$ cat config.mk
export PLATFORM = sky130hd
export DESIGN_NAME = da_stream_driver
export DESIGN_NICKNAME = d
export VERILOG_FILES = /design/src/rtl/da_stream_driver_pkg.sv /design/src/rtl/da_stream_driver_fifo.sv /design/src/rtl/da_stream_driver.sv
export SDC_FILE = /design/constraint.sdc
export NUM_CORES = 1
export LEC_CHECK = 0
export CAP_MARGIN = 20
export CORE_MARGIN = 5
export CORE_UTILIZATION = 46
export CTS_CLUSTER_SIZE = 24
export DETAILED_ROUTE_END_ITERATION = 8
export GPL_TIMING_DRIVEN = 0
export PLACE_DENSITY = 0.63
export SLEW_MARGIN = 20
export SYNTH_ARGS = -nofsm -noshare
export SYNTH_HDL_FRONTEND = slang
export SYNTH_SLANG_ARGS = --single-unit
$ cat constraint.sdc
create_clock -name Sys_Clock -period 3.45 [get_ports Sys_Clock]
set_input_delay 0.345 -clock Sys_Clock [delete_from_list [all_inputs] [get_ports Sys_Clock]]
set_output_delay 0.345 -clock Sys_Clock [all_outputs]
set_load 0.1 [all_outputs]
$ cat src/rtl/da_stream_driver_pkg.sv
// Shared types and constants for the DAC stream driver.
package da_stream_driver_pkg;

   localparam int unsigned DATA_W           = 14;
   localparam logic [13:0] MIDSCALE         = 14'h2000;
   // 108 MHz / (2*3) = 18 MHz DA_Clock
   localparam int unsigned DEF_CLK_HALF_DIV = 3;

   typedef enum logic [1:0] {
      IDLE  = 2'd0,
      PRIME = 2'd1,
      RUN   = 2'd2
   } state_e;

endpackage

$ cat src/rtl/da_stream_driver_fifo.sv
// Synchronous single-clock sample FIFO with registered level and not-full.
module da_sample_fifo #(
   parameter int unsigned DATA_W = da_stream_driver_pkg::DATA_W,
   parameter int unsigned DEPTH  = 16
) (
   input  logic                       clk_i,
   input  logic                       rst_i,
   input  logic                       push_i,
   input  logic [DATA_W-1:0]          push_data_i,
   input  logic                       pop_i,
   output logic [DATA_W-1:0]          head_c_o,
   output logic                       empty_c_o,
   output logic                       ready_o,
   output logic [$clog2(DEPTH):0]     level_o
);

   localparam int unsigned AW = $clog2(DEPTH);
   localparam int unsigned LW = AW + 1;

   logic [DATA_W-1:0] mem_q [DEPTH];
   logic [AW-1:0]     wr_ptr_q;
   logic [AW-1:0]     rd_ptr_q;
   logic [LW-1:0]     level_q;
   logic [LW-1:0]     level_d;
   logic              ready_q;

   always_comb begin
      level_d = level_q;
      if (push_i && !pop_i) begin
         level_d = level_q + LW'(1);
      end else if (pop_i && !push_i) begin
         level_d = level_q - LW'(1);
      end
   end

   // Storage carries no reset; only pointers and level define contents.
   always_ff @(posedge clk_i) begin
      if (push_i) begin
         mem_q[wr_ptr_q] <= push_data_i;
      end
   end

   always_ff @(posedge clk_i) begin
      if (rst_i) begin
         wr_ptr_q <= '0;
         rd_ptr_q <= '0;
         level_q  <= '0;
         ready_q  <= 1'b0;
      end else begin
         if (push_i) begin
            wr_ptr_q <= wr_ptr_q + AW'(1);
         end
         if (pop_i) begin
            rd_ptr_q <= rd_ptr_q + AW'(1);
         end
         level_q <= level_d;
         ready_q <= (level_d != LW'(DEPTH));
      end
   end

   assign head_c_o  = mem_q[rd_ptr_q];
   assign empty_c_o = (level_q == '0);
   assign ready_o   = ready_q;
   assign level_o   = level_q;

endmodule

$ cat src/rtl/da_stream_driver.sv
// Streams FIFO samples to a parallel DAC, one per DA_Clock, launched on its falling edge.
module da_stream_driver
   import da_stream_driver_pkg::*;
#(
   parameter int unsigned DATA_W       = da_stream_driver_pkg::DATA_W,
   parameter int unsigned FIFO_DEPTH   = 16,
   parameter int unsigned CLK_HALF_DIV = da_stream_driver_pkg::DEF_CLK_HALF_DIV,
   parameter int unsigned PRIME_LEVEL  = 8,
   parameter int unsigned TWOS_COMP    = 1
) (
   input  logic                          Sys_Clock,
   input  logic                          Reset,
   input  logic                          Enable,
   input  logic [DATA_W-1:0]             In_Data,
   input  logic                          In_Valid,
   output logic                          In_Ready,
   output logic [DATA_W-1:0]             DA_Data,
   output logic                          DA_Clock,
   output logic                          Busy,
   output logic [$clog2(FIFO_DEPTH):0]   Fifo_Level,
   output logic [15:0]                   Underflow_Count
);

   localparam int unsigned LW    = $clog2(FIFO_DEPTH) + 1;
   localparam int unsigned DIV_W = 16;
   // Midscale doubles as the MSB-flip mask for two's complement -> offset binary.
   localparam logic [DATA_W-1:0] MID =
      (TWOS_COMP != 0) ? {1'b1, {(DATA_W-1){1'b0}}} : {DATA_W{1'b0}};
   localparam logic [DIV_W-1:0] DIV_LAST  = DIV_W'(CLK_HALF_DIV - 1);
   localparam logic [LW-1:0]    PRIME_LVL = LW'(PRIME_LEVEL);

   state_e            state_q, state_d;
   logic [DIV_W-1:0]  div_q, div_d;
   logic              clk_q, clk_d;
   logic [DATA_W-1:0] data_q, data_d;
   logic [15:0]       uf_q, uf_d;
   logic              busy_q;
   logic              tick, slot, pop;
   logic              push;
   logic [DATA_W-1:0] head;
   logic              empty;

   assign push = In_Valid && In_Ready;

   da_sample_fifo #(
      .DATA_W (DATA_W),
      .DEPTH  (FIFO_DEPTH)
   ) u_fifo (
      .clk_i       (Sys_Clock),
      .rst_i       (Reset),
      .push_i      (push),
      .push_data_i (In_Data ^ MID),
      .pop_i       (pop),
      .head_c_o    (head),
      .empty_c_o   (empty),
      .ready_o     (In_Ready),
      .level_o     (Fifo_Level)
   );

   // Next-state, divider and sample-launch logic.
   always_comb begin
      state_d = state_q;
      div_d   = div_q;
      clk_d   = clk_q;
      data_d  = data_q;
      uf_d    = uf_q;
      pop     = 1'b0;
      tick    = (div_q == DIV_LAST);
      slot    = tick && clk_q;
      case (state_q)
         IDLE: begin
            div_d  = '0;
            clk_d  = 1'b1;
            data_d = MID;
            if (Enable) begin
               state_d = PRIME;
            end
         end
         PRIME: begin
            div_d = '0;
            clk_d = 1'b1;
            if (!Enable) begin
               state_d = IDLE;
            end else if (Fifo_Level >= PRIME_LVL) begin
               state_d = RUN;
            end
         end
         RUN: begin
            if (tick) begin
               div_d = '0;
               clk_d = !clk_q;
            end else begin
               div_d = div_q + DIV_W'(1);
            end
            // Enable is only honoured here so a DA_Clock period is never cut short.
            if (slot) begin
               if (!Enable) begin
                  data_d  = MID;
                  state_d = IDLE;
               end else if (!empty) begin
                  pop    = 1'b1;
                  data_d = head;
               end else if (uf_q != 16'hFFFF) begin
                  uf_d = uf_q + 16'd1;
               end
            end
         end
         default: begin
            state_d = IDLE;
         end
      endcase
   end

   always_ff @(posedge Sys_Clock) begin
      if (Reset) begin
         state_q <= IDLE;
         div_q   <= '0;
         clk_q   <= 1'b1;
         data_q  <= MID;
         uf_q    <= '0;
         busy_q  <= 1'b0;
      end else begin
         state_q <= state_d;
         div_q   <= div_d;
         clk_q   <= clk_d;
         data_q  <= data_d;
         uf_q    <= uf_d;
         busy_q  <= (state_d != IDLE);
      end
   end

   assign DA_Data         = data_q;
   assign DA_Clock        = clk_q;
   assign Busy            = busy_q;
   assign Underflow_Count = uf_q;

endmodule

After elaboration in Yosys (flattened, before gate mapping)
Memories as Yosys holds them, arrays and structs flattened. A register that Yosys moved wholly into a read port is not among the register bits.
Cells that the tools add are included.
- $add $sub $neg: 6
- reductions and logical operators: 16
- bitwise gates (word level): 1
- multiplexer cells: 24
- magnitude comparators: 1
- equality and inequality tests: 8
- operators by type and width (kind ; number):
    14-bit 2-to-1 mux ; 3
    16-bit by 1-bit adder with 16-bit output (second input constant) ; 2
    16-bit case mux with 2 select lines ; 1
    14-bit case mux with 2 select lines ; 1
    16-bit by 2-bit == test with 1-bit output (second input constant) ; 1
    16-bit 2-to-1 mux ; 1
    16-bit != test (second input constant) ; 1
    2-bit 2-to-1 mux ; 5
    5-bit 2-to-1 mux ; 2
    4-bit by 1-bit adder with 4-bit output (second input constant) ; 2
    4-bit 2-to-1 mux ; 2
    1-bit 2-to-1 mux ; 7
    2-bit case mux with 3 select lines ; 1
    2-bit nonzero test ; 3
    5-bit by 1-bit adder with 5-bit output (second input constant) ; 1
    5-bit by 4-bit >= comparator with 1-bit output (second input constant) ; 1
    5-bit logical NOT ; 1
    5-bit != test (second input constant) ; 1
    5-bit AND reduction ; 1
    5-bit by 1-bit subtractor with 5-bit output (second input constant) ; 1
    1-bit logical AND ; 4
    2-bit != test (second input constant) ; 2
    1-bit logical NOT ; 3
    3-bit != test (second input constant) ; 1
    other kinds (8) ; 8
- bits in writable memories: 224
- register bits: 64
- memories: 1
- bits of input ports: 18
- output and inout port bits: 38
- memories (memory ; words ; bits a word ; read ports ; clocked after Yosys merged registers in ; write ports ; RTL line ; source):
    u_fifo.mem_q ; 16 ; 14 ; 1 ; 1 ; 1 ; da_stream_driver_fifo.sv:20 ; logic [DATA_W-1:0] mem_q [DEPTH];

Longest topological paths before layout
Gate-level depths: netlist (run 1).
- word-level depth: 9
- mapped depth: 9

Hierarchy
A second synthesis (run 1) with hierarchy kept.
- cells, all modules: 715
- area total of the unflattened synthesis: 11911.4 sq um
- by module, submodules not included (module ; area each (sq um) ; instances ; cells each ; sequential area each (sq um)):
    da_sample_fifo ; 9481.6 ; 1 ; 416 ; 7086.8
    da_stream_driver ; 2429.8 ; 1 ; 299 ; 1001.0

Least setup slack after synthesis (run 1)
Ideal clock, no wire load.
- path kind: register to register
- start point: register u_fifo.ready_q, in the netlist u_fifo.ready_o
- end point: memory u_fifo.mem_q[3][0], enable pin
- clock period less this slack: 3.163 ns
- data arrival time: 2.760 ns
- path slack: 0.287 ns
- setup time: 0.403 ns
- cell stages (with the launch flop): 5
- data required time: 3.047 ns
- cells stage by stage: dfxtp_1 and2_2 clkbuf_1 nand2_1 nor3_1
- cells in the longest elaborated chain, start to end: 3
- RTL lines (what ; RTL line ; source):
    start: declaration ; da_stream_driver_fifo.sv:25 ; logic ready_q;
    start signal: assignment ; da_stream_driver_fifo.sv:57 ; ready_q <= (level_d != LW'(DEPTH));
    1-bit logical AND ; da_stream_driver.sv:43 ; assign push = In_Valid && In_Ready;
    1-bit 2-to-1 mux ; da_stream_driver_fifo.sv:38 ; if (push_i) begin
    1-bit 2-to-1 mux (not written as such) ; da_stream_driver_fifo.sv:39 ; mem_q[wr_ptr_q] <= push_data_i;
    end: declaration ; da_stream_driver_fifo.sv:20 ;
Every way passes these cells.

==> results of run 1 <==
cells in the mapped netlist (2+ instances only):
cell / count
a211oi_1: 15
and3_1: 6
nor2b_1: 16
o21ai_0: 20
nor2_1: 75
edfxtp_1: 224
a41oi_1: 2
clkbuf_1: 24
nand2_1: 35
nand3b_1: 4
ha_1: 11
a21o_1: 2
nand4_1: 10
nor3_1: 15
and3b_1: 2
buf_1: 5
mux4_2: 57
a31oi_1: 3
nor3b_1: 2
or4_4: 3
and2_1: 4
buf_2: 5
inv_1: 10
a21oi_1: 30
xor2_1: 5
nor4_1: 8
dfxtp_1: 68
a311oi_1: 6
or3_1: 8
o21bai_1: 2
mux2i_1: 15
xnor2_1: 15
nand3_1: 14
nand2b_1: 3
nand4b_1: 2
a22oi_1: 13
nor4b_1: 2
flip-flops by register name, indices dropped and copies added (netlist names), named ones only:
register / flops
state_q: 2
u_fifo.mem_q: 224
u_fifo.wr_ptr_q: 4
u_fifo.ready_o: 1
u_fifo.rd_ptr_q: 4
Busy: 1
div_q: 16
Underflow_Count: 16
u_fifo.level_o: 5
DA_Data: 14
DA_Clock: 1
cell type report:
type | instances | area (sq um)
fillers | 1979 | 11230
flip-flops and latches | 292 | 8088
multi-input cells | 419 | 3550
repair buffers | 74 | 773.2
clock buffers | 34 | 754.5
well taps | 330 | 412.9
clock inverters | 20 | 183.9
plain buffers | 36 | 152.6
inverters | 10 | 37.54
critical path, delay by kind of cell (launching register included):
family,cells,cell delay (ns)
mux,2,0.73
buf+inv,2,1.24
simple gates,1,0.06
flops,1,0.33
compound gates,2,0.30
how the worst max path moves through the flow:
stage | endpoint | slack [ns] | cells after the start
floorplan | u_fifo.mem_q[3][0] | 0.29 | 4
global placement | u_fifo.mem_q[1][5] | -0.61 | 5
detailed placement | DA_Data[7] | 0.54 | 7
CTS | DA_Data[7] | 0.54 | 7
global route | DA_Data[7] | 0.34 | 7
finish | DA_Data[7] | 0.65 | 7
through the flow:
step	worst slack (ns)	hold WS (ns)	instances
floorplan	0.2871	0.4439	757
global placement	-0.6080	0.4769	1141
detailed placement	0.5409	0.4952	1161
CTS	0.5354	0.1500	1215
global route	0.3350	0.1656	1215
finish	0.6539	0.1740	1215
report_power, final:
part           leakage (nW)  switching [mW]  total, mW  internal (mW)
clock                 0.457            1.31       3.10           1.79
combinational          1.33           0.160      0.233         0.0730
sequential             2.57          0.0133       3.82           3.80
layer usage:
layer	up-vias	wire (um)
met5	-	0
met4	0	788
met3	48	1448
met2	265	13610
met1	3585	11410
li1	3165	-
cells by family after synthesis:
| family | share of synthesized area [%] |
|---|---|
| multiplexers | 12.17 |
| flip-flops | 68.67 |
| XOR/XNOR | 1.487 |
| adder cells (fa/ha/maj) | 1.169 |
| AND/OR/NAND/NOR | 9.455 |
| buffers and inverters | 1.615 |
| AO/OA/AOI/OAI | 5.429 |
==> reports/summary.txt, run 1 <==
H-tree depth: 1
worst reg2reg setup slack: 0.65 ns
biggest cell delay along the critical path: 0.73 ns
CP Max Fanout: 10
Syn Inst Count: 757
routed via count: 7063
Max-slew headroom: 31.25%
PwrDens: 512.4 mW/mm^2
skew final: 0.02262 ns
Num CTS Buffers: 29
max cap viols: 0
worst skew pair latency: 0.56 ns
Hold Crit Start: Reset
clock tree buffer depth: 3
synth warn: 0
Worst Hold End: state_q[1]
vias in the first global route: 7135
critical path cell sequence: clkbuf_1, buf_2, mux4_2, mux2i_1, a21oi_1, a22oi_1, nor2_1
syn_nets: 786
Antenna diodes: 0
height of the die: 170.0 um
Worst path slowest cell: clkbuf_1
Primary FF master, synth: edfxtp_1
ys async rst share: 0%
reg-to-reg endpoint: DA_Data[7]
hold buffers post-CTS: 0
initial antenna violation count: 0
outcome: finished, final reports clean
die width: 170.0 um
Layout area overhead: 18.46%
kind of critical path: flop to flop
CP arrival: 3.22 ns
share of the synthesized area in the top cell type: 57.11%
Netlist cell types: 53
CP Capture Type: flop
die area: 0.02890 sq mm
RSZ-0062 raised after global routing: false
gr usage total: 19.05%
Starting Density: 46.77%
wire length per cell: 22.44 um
1st-iter DRT viols: 697
first-pass GRT wire length: 42290 um
Hold/Removal Path Class: input port to flop
share of cells above drive strength 1: 17.06%
Tcrit/Tclk final: 81.05%
Worst Path Required: 3.88 ns
Hold Path Stages: 2
post-CTS sizing: 0
post-CTS setup buffer count: 0
core box area: 0.02518 sq mm
commonest cells after routing, fill and taps aside: edfxtp_1 (224), dfxtp_1 (68), nor2_1 (63)
met2 usage: 32.54%
Max Freq: 0.3576 GHz
RePlAce Congestion: 0.8488
largest net degree at the start of global routing: 17
register bit count reported by yosys: 292
commonest non-fill, non-tap cell in the layout: edfxtp_1
Tmin final: 2.796 ns
fin nets: 891
routing usage on met1: 25.61%
Total Wirelength: 27260 um
register area share after synthesis: 68.67%
number of flops mapped to enable cells by yosys: 224
Final Slew Violations: 0
syn_area_per_cell: 15.56 sq um
met3 Usage GRT: 2.695%
Peak VDD IR: 0.3395 mV
Slew @ Worst Pin: 1.028 ns
startpoint types: flop
grt peak-use layer: met2
drt first pass iters: 6
final setup violating endpoints: 0
DP Area: 0.01301 sq mm
R2R cell count: 7
Leakage Power: 4.354 nW
CTS tree: done
DP Wirelength: 19090 um
setup TNS: 0 ns
Synth area leaders: edfxtp_1 (57%), dfxtp_1 (12%), mux4_2 (11%)
aggregate global routing overflow: 0
Port Buffer Count: 54
detailed-route DRC error count: 0
clk slew on worst S/H paths: 0.06 ns
CTS Sinks: 292
final core utilization: 55.41%
biggest area consumer among synthesized cells: edfxtp_1
Final Hold Violating Endpoints: 0
Tot Pwr: 7.149 mW
row cnt: 58
I/O Pins: 56
via/cell ratio: 5.813
CTS Root Cell: clkbuf_16
Final ANT Viol Nets: 0
Design Area, Final: 0.01395 sq mm
Mapped Area: 0.01178 sq mm
No activity file was read; power rests on OpenSTA's default activity.
==> run 2, diff against run 1 <==
clock period = 2.63 ns   (was 3.45 ns; I/O delays follow)
==> run 2 against run 1 <==
  * Setup slack worse by 0.56 ns
  * Via count fell by 1.3%
  * Largest power group unchanged
  * Highest routed layer unchanged
  * Wire length is 1.0% lower
  * First-iteration DRC count down 2.7%
  * Combinational power up 29%
  * Die area unchanged
  * Flip-flop and latch count unchanged
  * Design area rose by 0.89%
==> reports/summary.txt, run 2 (synthesis results as in run 1) <==
1st-iter DRT viols: 678 (-2.7%)
Antenna diodes: 0 (unchanged)
Hold/Removal Path Class: input port to flop
Tcrit/Tclk final: 96.25% (+15 points)
Total Wirelength: 26980 um (-1.0%)
Tmin final: 2.531 ns (-0.2647 ns)
CTS tree: done
CP Max Fanout: 7 (-3)
DP Wirelength: 18410 um (-3.6%)
Worst Setup Slack, final: 0.09860 ns (-0.5553 ns)
outcome: finished, final reports clean
Max-slew headroom: 30.55% (-0.70 points)
startpoint types: flop
Sequential Area: 0.008095 sq mm (about the same)
Starting Density: 46.77% (unchanged)
CP Capture Type: flop
Final ANT Viol Nets: 0 (unchanged)
Slew @ Worst Pin: 1.039 ns (+0.01043 ns)
row cnt: 58 (unchanged)
height of the die: 170.0 um (unchanged)
Hold Path Stages: 2 (unchanged)
die area: 0.02890 sq mm (unchanged)
R2R cell count: 8 (+1)
initial antenna violation count: 0 (unchanged)
first-pass GRT wire length: 41770 um (-1.2%)
routed via count: 6969 (-1.3%)
commonest cells after routing, fill and taps aside: edfxtp_1 (224), dfxtp_1 (62), nor2_1 (62)
clock tree buffer depth: 3 (unchanged)
area of the multi-input gates: 0.003605 sq mm (+1.6%)
max cap viols: 0 (unchanged)
final setup violating endpoints: 0 (unchanged)
setup TNS: 0 ns (unchanged)
Final Slew Violations: 0 (unchanged)
core box area: 0.02518 sq mm (unchanged)
H-tree depth: 1 (unchanged)
Num CTS Buffers: 30 (+3.4%)
DP Area: 0.01296 sq mm (-0.40%)
die width: 170.0 um (unchanged)
wire length per cell: 22.22 um (-0.96%)
Final Hold Violating Endpoints: 0 (unchanged)
largest net degree at the start of global routing: 18 (+1)
hold buffers post-CTS: 0 (unchanged)
fin nets: 891 (unchanged)
Layout area overhead: 19.52%
Design Area, Final: 0.01408 sq mm (+0.89%)
vias in the first global route: 7165 (+0.42%)
CTS Sinks: 292 (unchanged)
filler cell count: 1965 (-0.71%)
Worst Path Required: 3.07 ns (-0.81 ns)
final core utilization: 55.90% (+0.49 points)
Max Freq: 0.3950 GHz (+10%)
I/O Pins: 56 (unchanged)
clk slew on worst S/H paths: 0.06 ns (about the same)
skew final: 0.03656 ns (+0.01394 ns)
Port Buffer Count: 54 (unchanged)
drt first pass iters: 5 (-1)
setup slack at placement: -0.2136 ns (-0.7545 ns)
Peak VDD IR: 0.5465 mV (+61%)
RSZ-0062 raised after global routing: false
Leakage Power: 4.381 nW (+0.61%)
largest register by flop count: u_fifo.mem_q
CTS Root Cell: clkbuf_16
aggregate global routing overflow: 0 (unchanged)
max FFs per register: 224 (unchanged)
CP arrival: 2.97 ns (-0.25 ns)
share of cells above drive strength 1: 19.68% (+2.6 points)
gr usage total: 18.85% (-0.20 points)
via/cell ratio: 5.741 (-1.2%)
worst skew pair latency: 0.58 ns (+0.02 ns)
commonest non-fill, non-tap cell in the layout: edfxtp_1
kind of critical path: flop to flop
PwrDens: 683.6 mW/mm^2 (+33%)
detailed-route DRC error count: 0 (unchanged)
RePlAce Congestion: 0.9051 (+6.6%)
-- run 2: through the flow --
stage               power [mW]  hold slack, ns  instances
finish                   9.623         0.06097       1214
global route             9.933         0.07541       1214
CTS                      9.696         0.05967       1210
detailed placement       5.410          0.4809       1153
global placement         5.397          0.4707       1141
floorplan                5.266          0.3619        757
-- run 2: critical path, stage by stage (launching register included) --
cell and delay (ns):
dfxtp_2 0.34, inv_1 0.06, ha_2 0.17, or4b_4 0.50
or4_4 0.56, o21ai_4 0.23, nor2_2 0.07, or3_1 0.33
and3b_1 0.16
-- run 2: metal layers --
metal	share of wire, %	vias up	GRT usage, %
li1	-	3172	-
met1	41	3521	24.25
met2	51	219	33.09
met5	0	-	0
met4	2.9	0	5.660
met3	5.6	57	3.136
-- run 2: final cells by class --
| cell class | instances | share of cell area [%] |
|---|---|---|
| timing repair buffer | 73 | 5.280 |
| clock buffer | 36 | 5.493 |
| multi-input combinational | 419 | 25.61 |
| buffer | 36 | 1.227 |
| inverter | 10 | 0.2667 |
| tap | 330 | 2.933 |
| sequential | 292 | 57.51 |
| clock inverter | 18 | 1.680 |
-- run 2: power by group --
part	internal (mW)	leakage (nW)	total [mW]	switching, mW
registers	4.99	2.57	5.01	0.0179
logic	0.0913	1.32	0.300	0.209
clock network	2.58	0.490	4.31	1.73
total	7.66	4.38	9.62	1.96
-- run 2: worst paths after layout --
path,slack (ns),endpoint,from
worst max-delay path,0.1,u_fifo.level_o[4],div_q[0]
worst min-delay path,0.06,div_q[1],Reset
worst max register to register,0.1,u_fifo.level_o[4],div_q[0]
worst min register to register,0.51,DA_Clock,state_q[1]
-- run 2: what timing repair did --
item / CTS / global route
setup buffers: 3 / 4
pin swaps: 2 / 6
endpoints found under the setup margin: 18 / 27
gates resized for setup: 7 / 19
cloned: 0 / 0
==> run 3, diff against run 2 <==
PLACE_DENSITY = 0.65   (was 0.63)
TNS_END_PERCENT = 30   (was unset)
clock period = 2.3 ns   (was 2.63 ns; I/O delays follow)
==> run 3 against run 2 <==
  * The run now ends with negative setup slack left
  * Die area unchanged
  * Wire length grew 0.49%
  * Clock skew is 0.00055 ns lower
  * Power up 16%
  * Non-clock buffer count increased by 14
  * Design area grew 3.4%
  * Combinational power is 22% higher
  * Sequential power is 14% higher
  * Register-to-register slack worse by 0.19 ns
==> reports/summary.txt, run 3 (synthesis results as in run 1) <==
startpoint types: flop
commonest non-fill, non-tap cell in the layout: edfxtp_1
CTS tree: done
Tot Pwr: 11.15 mW (+16%)
Hold/Removal Path Class: input port to flop
Hold Path Stages: 2 (unchanged)
Tmin final: 2.394 ns (-0.1377 ns)
setup TNS: -0.2541 ns (-0.2541 ns)
Total Wirelength: 27110 um (+0.49%)
kind of critical path: flop to flop
drt first pass iters: 5 (unchanged)
vias in the first global route: 6805 (-5.0%)
commonest cells after routing, fill and taps aside: edfxtp_1 (224), nor2_1 (61), mux4_2 (57)
die area: 0.02890 sq mm (unchanged)
RSZ-0062 raised after global routing: true
PwrDens: 766.6 mW/mm^2 (+12%)
CP Max Fanout: 6 (-1)
fin nets: 905 (+1.6%)
I/O Pins: 56 (unchanged)
Worst Path Required: 2.74 ns (-0.33 ns)
worst skew pair latency: 0.58 ns (about the same)
Starting Density: 46.77% (unchanged)
Hold Slack: 0.05224 ns (-0.008737 ns)
detailed-route DRC error count: 0 (unchanged)
routed via count: 6991 (+0.32%)
CP Capture Type: flop
Port Buffer Count: 54 (unchanged)
Slew @ Worst Pin: 0.9744 ns (-0.06411 ns)
Peak VDD IR: 0.6445 mV (+18%)
CTS Root Cell: clkbuf_16
final setup violating endpoints: 6 (+6)
Design Area, Final: 0.01455 sq mm (+3.4%)
Final Slew Violations: 0 (unchanged)
CTS Sinks: 292 (unchanged)
Final Hold Violating Endpoints: 0 (unchanged)
row cnt: 58 (unchanged)
max cap viols: 0 (unchanged)
Max Freq: 0.4178 GHz (+5.8%)
DP Area: 0.01303 sq mm (+0.51%)
Antenna diodes: 0 (unchanged)
aggregate global routing overflow: 0 (unchanged)
die width: 170.0 um (unchanged)
Final ANT Viol Nets: 0 (unchanged)
hold buffers post-CTS: 0 (unchanged)
failing checks: negative setup slack
1st-iter DRT viols: 599 (-12%)
Layout area overhead: 23.54%
Max-slew headroom: 34.84% (+4.3 points)
clk slew on worst S/H paths: 0.06 ns (about the same)
DP Wirelength: 17750 um (-3.6%)
CP arrival: 2.83 ns (-0.14 ns)
initial antenna violation count: 0 (unchanged)
Num CTS Buffers: 30 (unchanged)
first-pass GRT wire length: 40630 um (-2.7%)
wire length per cell: 22.04 um (-0.82%)
Tcrit/Tclk final: 104.1% (+7.8 points)
height of the die: 170.0 um (unchanged)
gr usage total: 18.36% (-0.49 points)
largest register by flop count: u_fifo.mem_q
outcome: complete, but fails checks
Worst Setup Slack, final: -0.09367 ns (-0.1923 ns)
largest net degree at the start of global routing: 18 (unchanged)
max FFs per register: 224 (unchanged)
via/cell ratio: 5.684 (-0.99%)
skew final: 0.03600 ns (-0.0005535 ns)
R2R cell count: 7 (-1)
RePlAce Congestion: 0.9065 (+0.15%)
share of cells above drive strength 1: 28.11% (+8.4 points)
Leakage Power: 4.786 nW (+9.2%)
clock tree buffer depth: 3 (unchanged)
core box area: 0.02518 sq mm (unchanged)
H-tree depth: 1 (unchanged)
==> run 3: what timing repair did <==
action | 4_1_cts | 5_1_grt
gates resized for setup | 69 | 69
setup buffers | 13 | 7
gates cloned | 0 | 2
setup endpoints to repair | 106 | 58
pin swaps | 15 | 22
==> run 3: stage by stage <==
step | utilization (%) | instances | setup slack (ns)
after floorplan | - | 757 | -0.1434
after global placement | 50.81 | 1141 | -0.9032
after detailed placement | 51.73 | 1154 | -0.6311
after CTS | 56.54 | 1222 | -0.06279
after global routing | 57.78 | 1230 | -0.1643
final | 57.78 | 1230 | -0.09367
==> run 3: per-layer routing <==
metal / wire length (um) / share of wire (%) / GRT usage (%) / up-vias
met2: 13750 / 51 / 32.06 / 235
met3: 1501 / 5.5 / 2.787 / 43
met4: 660 / 2.4 / 4.306 / 0
met1: 11200 / 41 / 24.49 / 3512
met5: 0 / 0 / 0 / -
li1: - / - / - / 3201
==> run 3: worst max-delay path, cell delays in order (launching register included) <==
cell and delay (ns):
dfxtp_4 0.36, or4b_4 0.55, or4_4 0.62, o21ai_4 0.22, buf_4 0.14, buf_4 0.10, a211oi_1 0.06, a311oi_1 0.23
==> run 3: worst paths after layout <==
kind	from	to	slack (ns)
worst max-delay path	div_q[2]	u_fifo.level_o[1]	-0.09
worst min-delay path	Reset	div_q[1]	0.05
worst max register to register	div_q[2]	u_fifo.level_o[1]	-0.09
worst min register to register	div_q[14]	div_q[14]	0.48
==> run 3: final cells by class <==
cell class                      instances  area (sq um)
Buffer                                 35         210.2
Fill cell                            1941         10630
Sequential cell                       292          8129
Timing Repair Buffer                   88         873.3
Clock buffer                           40         818.3
Multi-Input combinational cell        419          3834
Clock inverter                         16         235.2
Tap cell                              330         412.9
Inverter                               10         37.54
==> run 3: power breakdown <==
part	leakage, nW	internal [mW]	switching (mW)	total [mW]
logic	1.69	0.116	0.250	0.366
registers	2.58	5.70	0.0237	5.72
clock network	0.515	3.07	1.99	5.06
